**src/rtl/dac_gearbox_pkg.sv**
```systemverilog
// Shared types and helpers for the DAC sample gearbox.
// Ring pointer arithmetic lives here so the storage and any future users wrap the same way.
package dac_gearbox_pkg;

  typedef enum logic [0:0] {StFill, StRun} gb_state_e;

  localparam int unsigned UnderrunCntW = 16;

  // Operands are assumed < depth, so a single conditional subtract replaces a modulo.
  function automatic int unsigned ptr_wrap(input int unsigned ptr, input int unsigned inc,
                                           input int unsigned depth);
    int unsigned sum;
    sum = ptr + inc;
    if (sum >= depth) sum = sum - depth;
    return sum;
  endfunction

endpackage

```
**src/rtl/dac_sample_ring.sv**
```systemverilog
// Ring buffer that writes IN_LANES samples and reads OUT_LANES samples per cycle.
// Read data is combinational from the read pointer; fill counts samples held.
module dac_sample_ring
  import dac_gearbox_pkg::*;
#(
  parameter int unsigned SAMPLE_W    = 14,
  parameter int unsigned IN_LANES    = 5,
  parameter int unsigned OUT_LANES   = 2,
  parameter int unsigned BUF_SAMPLES = 16,
  localparam int unsigned PtrW       = (BUF_SAMPLES > 1) ? $clog2(BUF_SAMPLES) : 1,
  localparam int unsigned FillW      = $clog2(BUF_SAMPLES + 1)
) (
  input  logic                           clk_i,
  input  logic                           rst_i,
  input  logic                           wr_en_i,
  input  logic [IN_LANES*SAMPLE_W-1:0]   wr_data_i,
  input  logic                           rd_en_i,
  output logic [OUT_LANES*SAMPLE_W-1:0]  rd_data_o,
  output logic [FillW-1:0]               fill_o
);

  logic [SAMPLE_W-1:0] mem_q [BUF_SAMPLES];
  logic [PtrW-1:0]     wr_ptr_q, wr_ptr_d;
  logic [PtrW-1:0]     rd_ptr_q, rd_ptr_d;
  logic [FillW-1:0]    fill_q, fill_d;

  always_comb begin
    wr_ptr_d = wr_ptr_q;
    rd_ptr_d = rd_ptr_q;
    if (wr_en_i) wr_ptr_d = PtrW'(ptr_wrap(32'(wr_ptr_q), IN_LANES, BUF_SAMPLES));
    if (rd_en_i) rd_ptr_d = PtrW'(ptr_wrap(32'(rd_ptr_q), OUT_LANES, BUF_SAMPLES));
    fill_d = fill_q + (wr_en_i ? FillW'(IN_LANES) : FillW'(0))
                    - (rd_en_i ? FillW'(OUT_LANES) : FillW'(0));
  end

  always_ff @(posedge clk_i or posedge rst_i) begin
    if (rst_i) begin
      wr_ptr_q <= '0;
      rd_ptr_q <= '0;
      fill_q   <= '0;
    end else begin
      wr_ptr_q <= wr_ptr_d;
      rd_ptr_q <= rd_ptr_d;
      fill_q   <= fill_d;
    end
  end

  // Storage is not reset: contents are only ever read behind the fill count.
  always_ff @(posedge clk_i) begin
    if (wr_en_i) begin
      for (int unsigned i = 0; i < IN_LANES; i++) begin
        mem_q[PtrW'(ptr_wrap(32'(wr_ptr_q), i, BUF_SAMPLES))] <=
            wr_data_i[i*SAMPLE_W +: SAMPLE_W];
      end
    end
  end

  always_comb begin
    rd_data_o = '0;
    for (int unsigned j = 0; j < OUT_LANES; j++) begin
      rd_data_o[j*SAMPLE_W +: SAMPLE_W] = mem_q[PtrW'(ptr_wrap(32'(rd_ptr_q), j, BUF_SAMPLES))];
    end
  end

  assign fill_o = fill_q;

endmodule

```
**src/rtl/dac_sample_gearbox.sv**
```systemverilog
// IN_LANES-to-OUT_LANES sample gearbox with prefill/underrun FSM and registered output beat.
// Define DAC_GEARBOX_TESTPAT_EN to add the test_mode input and the internal ramp source.
module dac_sample_gearbox
  import dac_gearbox_pkg::*;
#(
  parameter int unsigned SAMPLE_W    = 14,
  parameter int unsigned IN_LANES    = 5,
  parameter int unsigned OUT_LANES   = 2,
  parameter int unsigned BUF_SAMPLES = 16,
  parameter int unsigned START_LEVEL = 8
) (
  input  logic                                sysclk_in,
  input  logic                                sys_reset,
  input  logic [IN_LANES*SAMPLE_W-1:0]        in_data,
  input  logic                                in_valid,
  output logic                                in_ready,
  output logic [OUT_LANES*SAMPLE_W-1:0]       out_data,
  output logic                                out_valid,
  input  logic                                out_ready,
  output logic [UnderrunCntW-1:0]             underrun_cnt,
  output logic [$clog2(BUF_SAMPLES+1)-1:0]    fill_level
`ifdef DAC_GEARBOX_TESTPAT_EN
  ,
  input  logic                                test_mode
`endif
);

  localparam int unsigned FillW = $clog2(BUF_SAMPLES + 1);

  if (BUF_SAMPLES < IN_LANES + OUT_LANES) begin : gen_buf_chk
    $error("BUF_SAMPLES must be >= IN_LANES + OUT_LANES");
  end
  if (START_LEVEL < OUT_LANES || START_LEVEL > BUF_SAMPLES) begin : gen_start_chk
    $error("START_LEVEL must lie in OUT_LANES..BUF_SAMPLES");
  end

  gb_state_e                     state_q, state_d;
  logic                          out_valid_q, out_valid_d;
  logic [OUT_LANES*SAMPLE_W-1:0] out_data_q, out_data_d;
  logic [UnderrunCntW-1:0]       underrun_cnt_q, underrun_cnt_d;
  logic [FillW-1:0]              fill;
  logic [OUT_LANES*SAMPLE_W-1:0] rd_data;
  logic                          wr_valid;
  logic [IN_LANES*SAMPLE_W-1:0]  wr_data;
  logic                          acc;
  logic                          load;

`ifdef DAC_GEARBOX_TESTPAT_EN
  logic                test_mode_q;
  logic [SAMPLE_W-1:0] ramp_base_q, ramp_base_d, ramp_start;

  // A fresh entry into test mode restarts the ramp at zero on that same beat.
  assign ramp_start = (test_mode && !test_mode_q) ? '0 : ramp_base_q;
  assign wr_valid   = test_mode ? 1'b1 : in_valid;

  always_comb begin
    wr_data = in_data;
    if (test_mode) begin
      for (int unsigned i = 0; i < IN_LANES; i++) begin
        wr_data[i*SAMPLE_W +: SAMPLE_W] = ramp_start + SAMPLE_W'(i);
      end
    end
  end

  always_comb begin
    ramp_base_d = ramp_start;
    if (test_mode && acc) ramp_base_d = ramp_start + SAMPLE_W'(IN_LANES);
  end

  always_ff @(posedge sysclk_in or posedge sys_reset) begin
    if (sys_reset) begin
      test_mode_q <= 1'b0;
      ramp_base_q <= '0;
    end else begin
      test_mode_q <= test_mode;
      ramp_base_q <= ramp_base_d;
    end
  end
`else
  assign wr_valid = in_valid;
  assign wr_data  = in_data;
`endif

  assign in_ready = !sys_reset && (fill <= FillW'(BUF_SAMPLES - IN_LANES));
  assign acc      = wr_valid && in_ready;
  assign load     = (state_q == StRun) && (!out_valid_q || out_ready) &&
                    (fill >= FillW'(OUT_LANES));

  dac_sample_ring #(
    .SAMPLE_W    (SAMPLE_W),
    .IN_LANES    (IN_LANES),
    .OUT_LANES   (OUT_LANES),
    .BUF_SAMPLES (BUF_SAMPLES)
  ) u_ring (
    .clk_i     (sysclk_in),
    .rst_i     (sys_reset),
    .wr_en_i   (acc),
    .wr_data_i (wr_data),
    .rd_en_i   (load),
    .rd_data_o (rd_data),
    .fill_o    (fill)
  );

  always_comb begin
    state_d        = state_q;
    out_valid_d    = out_valid_q;
    out_data_d     = out_data_q;
    underrun_cnt_d = underrun_cnt_q;
    unique case (state_q)
      StFill: begin
        if (out_valid_q && out_ready) out_valid_d = 1'b0;
        if (fill >= FillW'(START_LEVEL)) state_d = StRun;
      end
      StRun: begin
        if (load) begin
          out_valid_d = 1'b1;
          out_data_d  = rd_data;
        end else if (out_valid_q && out_ready) begin
          // Beat consumed with nothing to replace it: underrun.
          out_valid_d = 1'b0;
          state_d     = StFill;
          if (underrun_cnt_q != '1) underrun_cnt_d = underrun_cnt_q + UnderrunCntW'(1);
        end
      end
      default: state_d = StFill;
    endcase
  end

  always_ff @(posedge sysclk_in or posedge sys_reset) begin
    if (sys_reset) begin
      state_q        <= StFill;
      out_valid_q    <= 1'b0;
      out_data_q     <= '0;
      underrun_cnt_q <= '0;
    end else begin
      state_q        <= state_d;
      out_valid_q    <= out_valid_d;
      out_data_q     <= out_data_d;
      underrun_cnt_q <= underrun_cnt_d;
    end
  end

  assign out_valid    = out_valid_q;
  assign out_data     = out_data_q;
  assign underrun_cnt = underrun_cnt_q;
  assign fill_level   = fill;

endmodule

```
**config.mk**
```make
export PLATFORM = sky130hd
export DESIGN_NAME = dac_sample_gearbox
export DESIGN_NICKNAME = d
export VERILOG_FILES = /design/src/rtl/dac_gearbox_pkg.sv /design/src/rtl/dac_sample_ring.sv /design/src/rtl/dac_sample_gearbox.sv
export SDC_FILE = /design/constraint.sdc
export NUM_CORES = 1
export LEC_CHECK = 0
export BUFFER_PORTS_ARGS = -buffer_cell sky130_fd_sc_hd__buf_2
export CELL_PAD_IN_SITES_DETAIL_PLACEMENT = 2
export CELL_PAD_IN_SITES_GLOBAL_PLACEMENT = 2
export CORE_MARGIN = 2
export CORE_UTILIZATION = 41
export DETAILED_ROUTE_END_ITERATION = 12
export GPL_ROUTABILITY_DRIVEN = 1
export GPL_TIMING_DRIVEN = 0
export PLACE_DENSITY = 0.84
export SLEW_MARGIN = 20
export SYNTH_ARGS = -nofsm -noshare
export SYNTH_HDL_FRONTEND = slang
export SYNTH_HIERARCHICAL = 1
export SYNTH_SLANG_ARGS = --single-unit
```
**constraint.sdc**
```tcl
create_clock -name sysclk_in -period 3.4 [get_ports sysclk_in]
set_input_delay 0.51 -clock sysclk_in [delete_from_list [all_inputs] [get_ports sysclk_in]]
set_output_delay 0.51 -clock sysclk_in [all_outputs]
set_load 0.02 [all_outputs]
```
==> summary.md <==
• minimum setup slack in the final design: -106 ps
• quantity of I/O buffers inserted on ports: 101
• Post-route DRC: 0
• data arrival at the endpoint of the critical path: 3880 ps
• number of nets in the finished design: 2293
• unrepaired setup endpoints after global routing: true
• total global routing overflow: 0
• share of layout cells above drive strength 1: 0.298
• number of storage elements in the synthesis netlist: 282
• critical path cell sequence: inv_1 > ha_1 > xnor2_2 > buf_4 > nand2_1 > nor3_2 > clkbuf_2 > a222oi_1 > o21ai_1
• WL per Instance: 45.3 um
• final hold slack: 191 ps
• share of the synthesized area in compound gates (AO/OA/AOI/OAI): 0.173
• worst reg-to-reg path cell count: 9
• min Tclk post-route: 3510 ps
• synthesized-area fraction occupied by and/or/nand/nor cells: 0.144
• unique cell type count in the Yosys netlist: 80
• weighted congestion at the end of routability-driven global placement: 1.10
• number of DRC violations after detailed-routing iteration 0: 3673
• slowest cell on the critical path: nor3_2
• sequential share of the synthesized area: 0.396
• first-pass GRT wire length: 179000 um
• Min-Delay Path Depth: 2
• number of global-route vias before repair: 22.9k
• status: finished, violations left
• Via Count: 22.4k
• Area Overhead vs Synth: 18.3%
• y dimension of the die: 228 um
• Top FF cell, synth: edfxtp_1
• htree depth: 2
• CTS tree: built
• CP max stage delay: 570 ps
• leakage power total: 9.03 nW
• number of top-level pins: 125
• worst min path class: in2reg
• via/cell ratio: 7.73
• Setup crit start kind: flop
• transition time at the pin with the least slew margin: 1130 ps
• Fmax achieved: 285 MHz
• count of placed standard cells including taps: 2789
• asr flop ratio synth: 0.206
• post-route antenna net violation count: 0
• routed wire length: 132000 um
• Post-Synth Adder-Cell Area: 0.0103
• data required time at the worst endpoint: 3770 ps
• Post-Syn Area per Cell: 10.3 um^2
• CTS root buf: clkbuf_16
• share of the clock period used by the worst path: 1.03
• worst min-delay path endpoint: out_valid$_DFF_PP0_
• worst-path fanout max: 10
• relative slew slack: 0.250
• launch point of the worst reg-to-reg path: u_ring/wr_ptr_q[1]$_DFFE_PP0P_
• kind of critical path: reg2reg
• xor/xnor share of the synthesized area: 0.0158
• clk_skew: 35.6 ps
• initial core utilization: 0.413
• max-slew violation count: 0
• startpoint of the worst hold path: out_ready
• post-synthesis instance area: 20600 um^2
• combined buffer and inverter count along the critical path: 3
• Die Span X: 228 um
• number of detailed-route iterations in the first pass: 6
• count of clock tree sinks: 282
• final setup violating endpoints: 32
• number of rows created at floorplan: 82
• number of synthesized flops with an enable pin: 224
• antenna violations before repair: 11
• r2r endpoint: u_ring/mem_q[13][8]$_DFFE_PP_
• Post-Synthesis Cells: 2006
• number of CTS-inserted buffers: 36
• area of the core: 50000 um^2
• die footprint: 52100 um^2
• buffers from clock root to sink, at most: 3
• DP Wirelength: 95300 um
• worst vdd ir: 0.622 mV
• proportion of synthesized area in mux cells: 0.207
• Clock transition at path regs: 60 ps
• maximum number of pins on one net before global-route repair: 34
• Net Count, Synth: 2097
• violations in the final reports: negative setup slack
• TNS Setup: -872 ps
• total power divided by cell area: 783 nW/um^2
• total track usage: 0.488
• max_cap viols: 0
• largest delay contributor family on the critical path: buffers and inverters
• dominant combinational cell family by area after synthesis: multiplexers
• number of endpoints with negative hold slack in the final report: 0
• Worst Setup End Kind: flop
• number of non-filler instances in the completed layout: 2905
• register-to-register setup slack: -110 ps
• number of warnings printed during yosys synthesis: 6
• clk_lat worst skew: 590 ps
-- cells in the final DEF (no fill, tap or decap), types with 12 or more instances in the layout --
cell         n
a211o_1     35
a21oi_1     15
a221o_1     46
a222oi_1    14
a22oi_1     12
buf_1       17
buf_2      135
buf_4       69
clkbuf_1   108
clkbuf_16   36
clkbuf_2    37
clkbuf_4    19
dfrtp_1     57
edfxtp_1   224
ha_1        16
inv_1       23
mux2_2     154
mux2i_1    121
mux4_2      56
nand2_1    178
nand3_1     31
nor2_1     131
nor3_1     111
o211ai_1    19
o21ai_0     66
o221ai_1    22
o22ai_1     78
o31a_1      14
o31ai_1     44
xor2_1      15
-- power by group --
part | internal, W | total, W | switching (W) | leakage, nW
sequential | 0.00455 | 0.00490 | 0.000347 | 2.73
combinational | 0.00312 | 0.0104 | 0.00728 | 5.75
clock | 0.00216 | 0.00381 | 0.00165 | 0.545
-- stage by stage --
stage | utilization | area [um^2] | setup WS [ps] | power (W)
2_1_floorplan | - | 20600 | 65.5 | 0.00985
3_3_place_gp | 0.440 | 22000 | -2130 | 0.0134
3_5_place_dp | 0.444 | 22200 | -1690 | 0.0139
4_1_cts | 0.481 | 24000 | -1.86 | 0.0182
5_1_grt | 0.488 | 24400 | -123 | 0.0192
6_report | 0.488 | 24400 | -106 | 0.0191
-- cell usage after synthesis, types with 7 or more instances --
cell,number,area [um^2]
inv_1,25,93.8
clkbuf_1,155,582
nor3_1,123,616
nand4_1,9,56.3
a2bb2oi_1,11,96.3
mux4_2,56,1260
ha_1,17,213
o31a_1,14,123
o21ai_0,75,375
xor2_1,17,149
or4_1,8,60.1
o2bb2ai_1,7,61.3
nand3b_1,7,52.6
buf_1,22,82.6
buf_4,8,60.1
and4_1,7,61.3
nor2_1,141,529
a211oi_1,14,105
xnor2_1,12,105
a22o_1,11,96.3
nand2_1,189,709
o22ai_1,81,507
buf_2,50,250
nand3_1,34,170
o211ai_1,19,143
a221oi_1,7,61.3
a211o_1,40,350
nand2b_1,8,50.1
a21oi_1,19,95.1
o221ai_1,22,193
a222oi_1,14,140
edfxtp_1,224,6730
mux2i_1,121,1210
mux2_2,154,1730
o31ai_1,45,338
a221o_1,46,460
and2_1,11,68.8
or3_1,16,100
dfrtp_1,58,1450
a22oi_1,12,90.1
-- what timing repair did --
item | in CTS | in global routing
hold buffers | 1 | 0
endpoints found under the hold margin | 13 | 0
gates resized for setup | 123 | 98
pin swaps | 23 | 8
buffers inserted | 44 | 11
setup endpoints to repair | 454 | 367
-- kinds of logic (layout without fill, tap and decap cells) --
family | Yosys count | after routing
compound gates | 475 | 475
mux | 335 | 335
simple gates | 601 | 601
xor+xnor | 32 | 32
other cells | 0 | 5
flops | 282 | 282
buf+inv | 264 | 486
fa+ha+maj | 17 | 17
-- how the worst max path moves through the flow --
| stage | start | end | slack, ps | cells past startpoint |
|---|---|---|---|---|
| 2_1_floorplan | u_ring/fill_o[3]$_DFF_PP0_ | u_ring/mem_q[10][0]$_DFFE_PP_ | 70 | 8 |
| 3_3_place_gp | sys_reset | u_ring/mem_q[10][8]$_DFFE_PP_ | -2130 | 9 |
| 3_5_place_dp | sys_reset | u_ring/mem_q[0][3]$_DFFE_PP_ | -1690 | 10 |
| 4_1_cts | u_ring/fill_o[3]$_DFF_PP0_ | u_ring/mem_q[2][13]$_DFFE_PP_ | -2 | 10 |
| 5_1_grt | u_ring/wr_ptr_q[1]$_DFFE_PP0P_ | u_ring/mem_q[15][13]$_DFFE_PP_ | -120 | 9 |
| 6_report | u_ring/wr_ptr_q[1]$_DFFE_PP0P_ | u_ring/mem_q[13][8]$_DFFE_PP_ | -110 | 9 |
-- flip-flops by register name, summed over array words and instances (netlist names) --
name	cells
u_ring/mem_q	224
out_data	28
underrun_cnt	16
u_ring/fill_o	5
u_ring/wr_ptr_q	4
u_ring/rd_ptr_q	3
out_valid	1
state_q	1
-- cell type report --
class / instances / area [um^2]
Multi-Input combinational cell: 1460 / 11900
Tap cell: 672 / 841
Timing Repair Buffer: 167 / 1130
Clock buffer: 47 / 962
Antenna cell: 5 / 12.5
Inverter: 26 / 101
Clock inverter: 17 / 159
Fill cell: 5169 / 25600
Buffer: 229 / 1130
Sequential cell: 282 / 8180
-- metal layers --
metal | up-vias | share of wire | wire [um] | GRT usage
met5 | - | 0.00046 | 61 | 0.00276
met4 | 10 | 0.094 | 12400 | 0.361
met3 | 817 | 0.15 | 19600 | 0.186
met2 | 2310 | 0.41 | 54000 | 0.709
met1 | 11100 | 0.35 | 45400 | 0.589
li1 | 8219 | - | - | -
(Power assumes the default switching activity.)
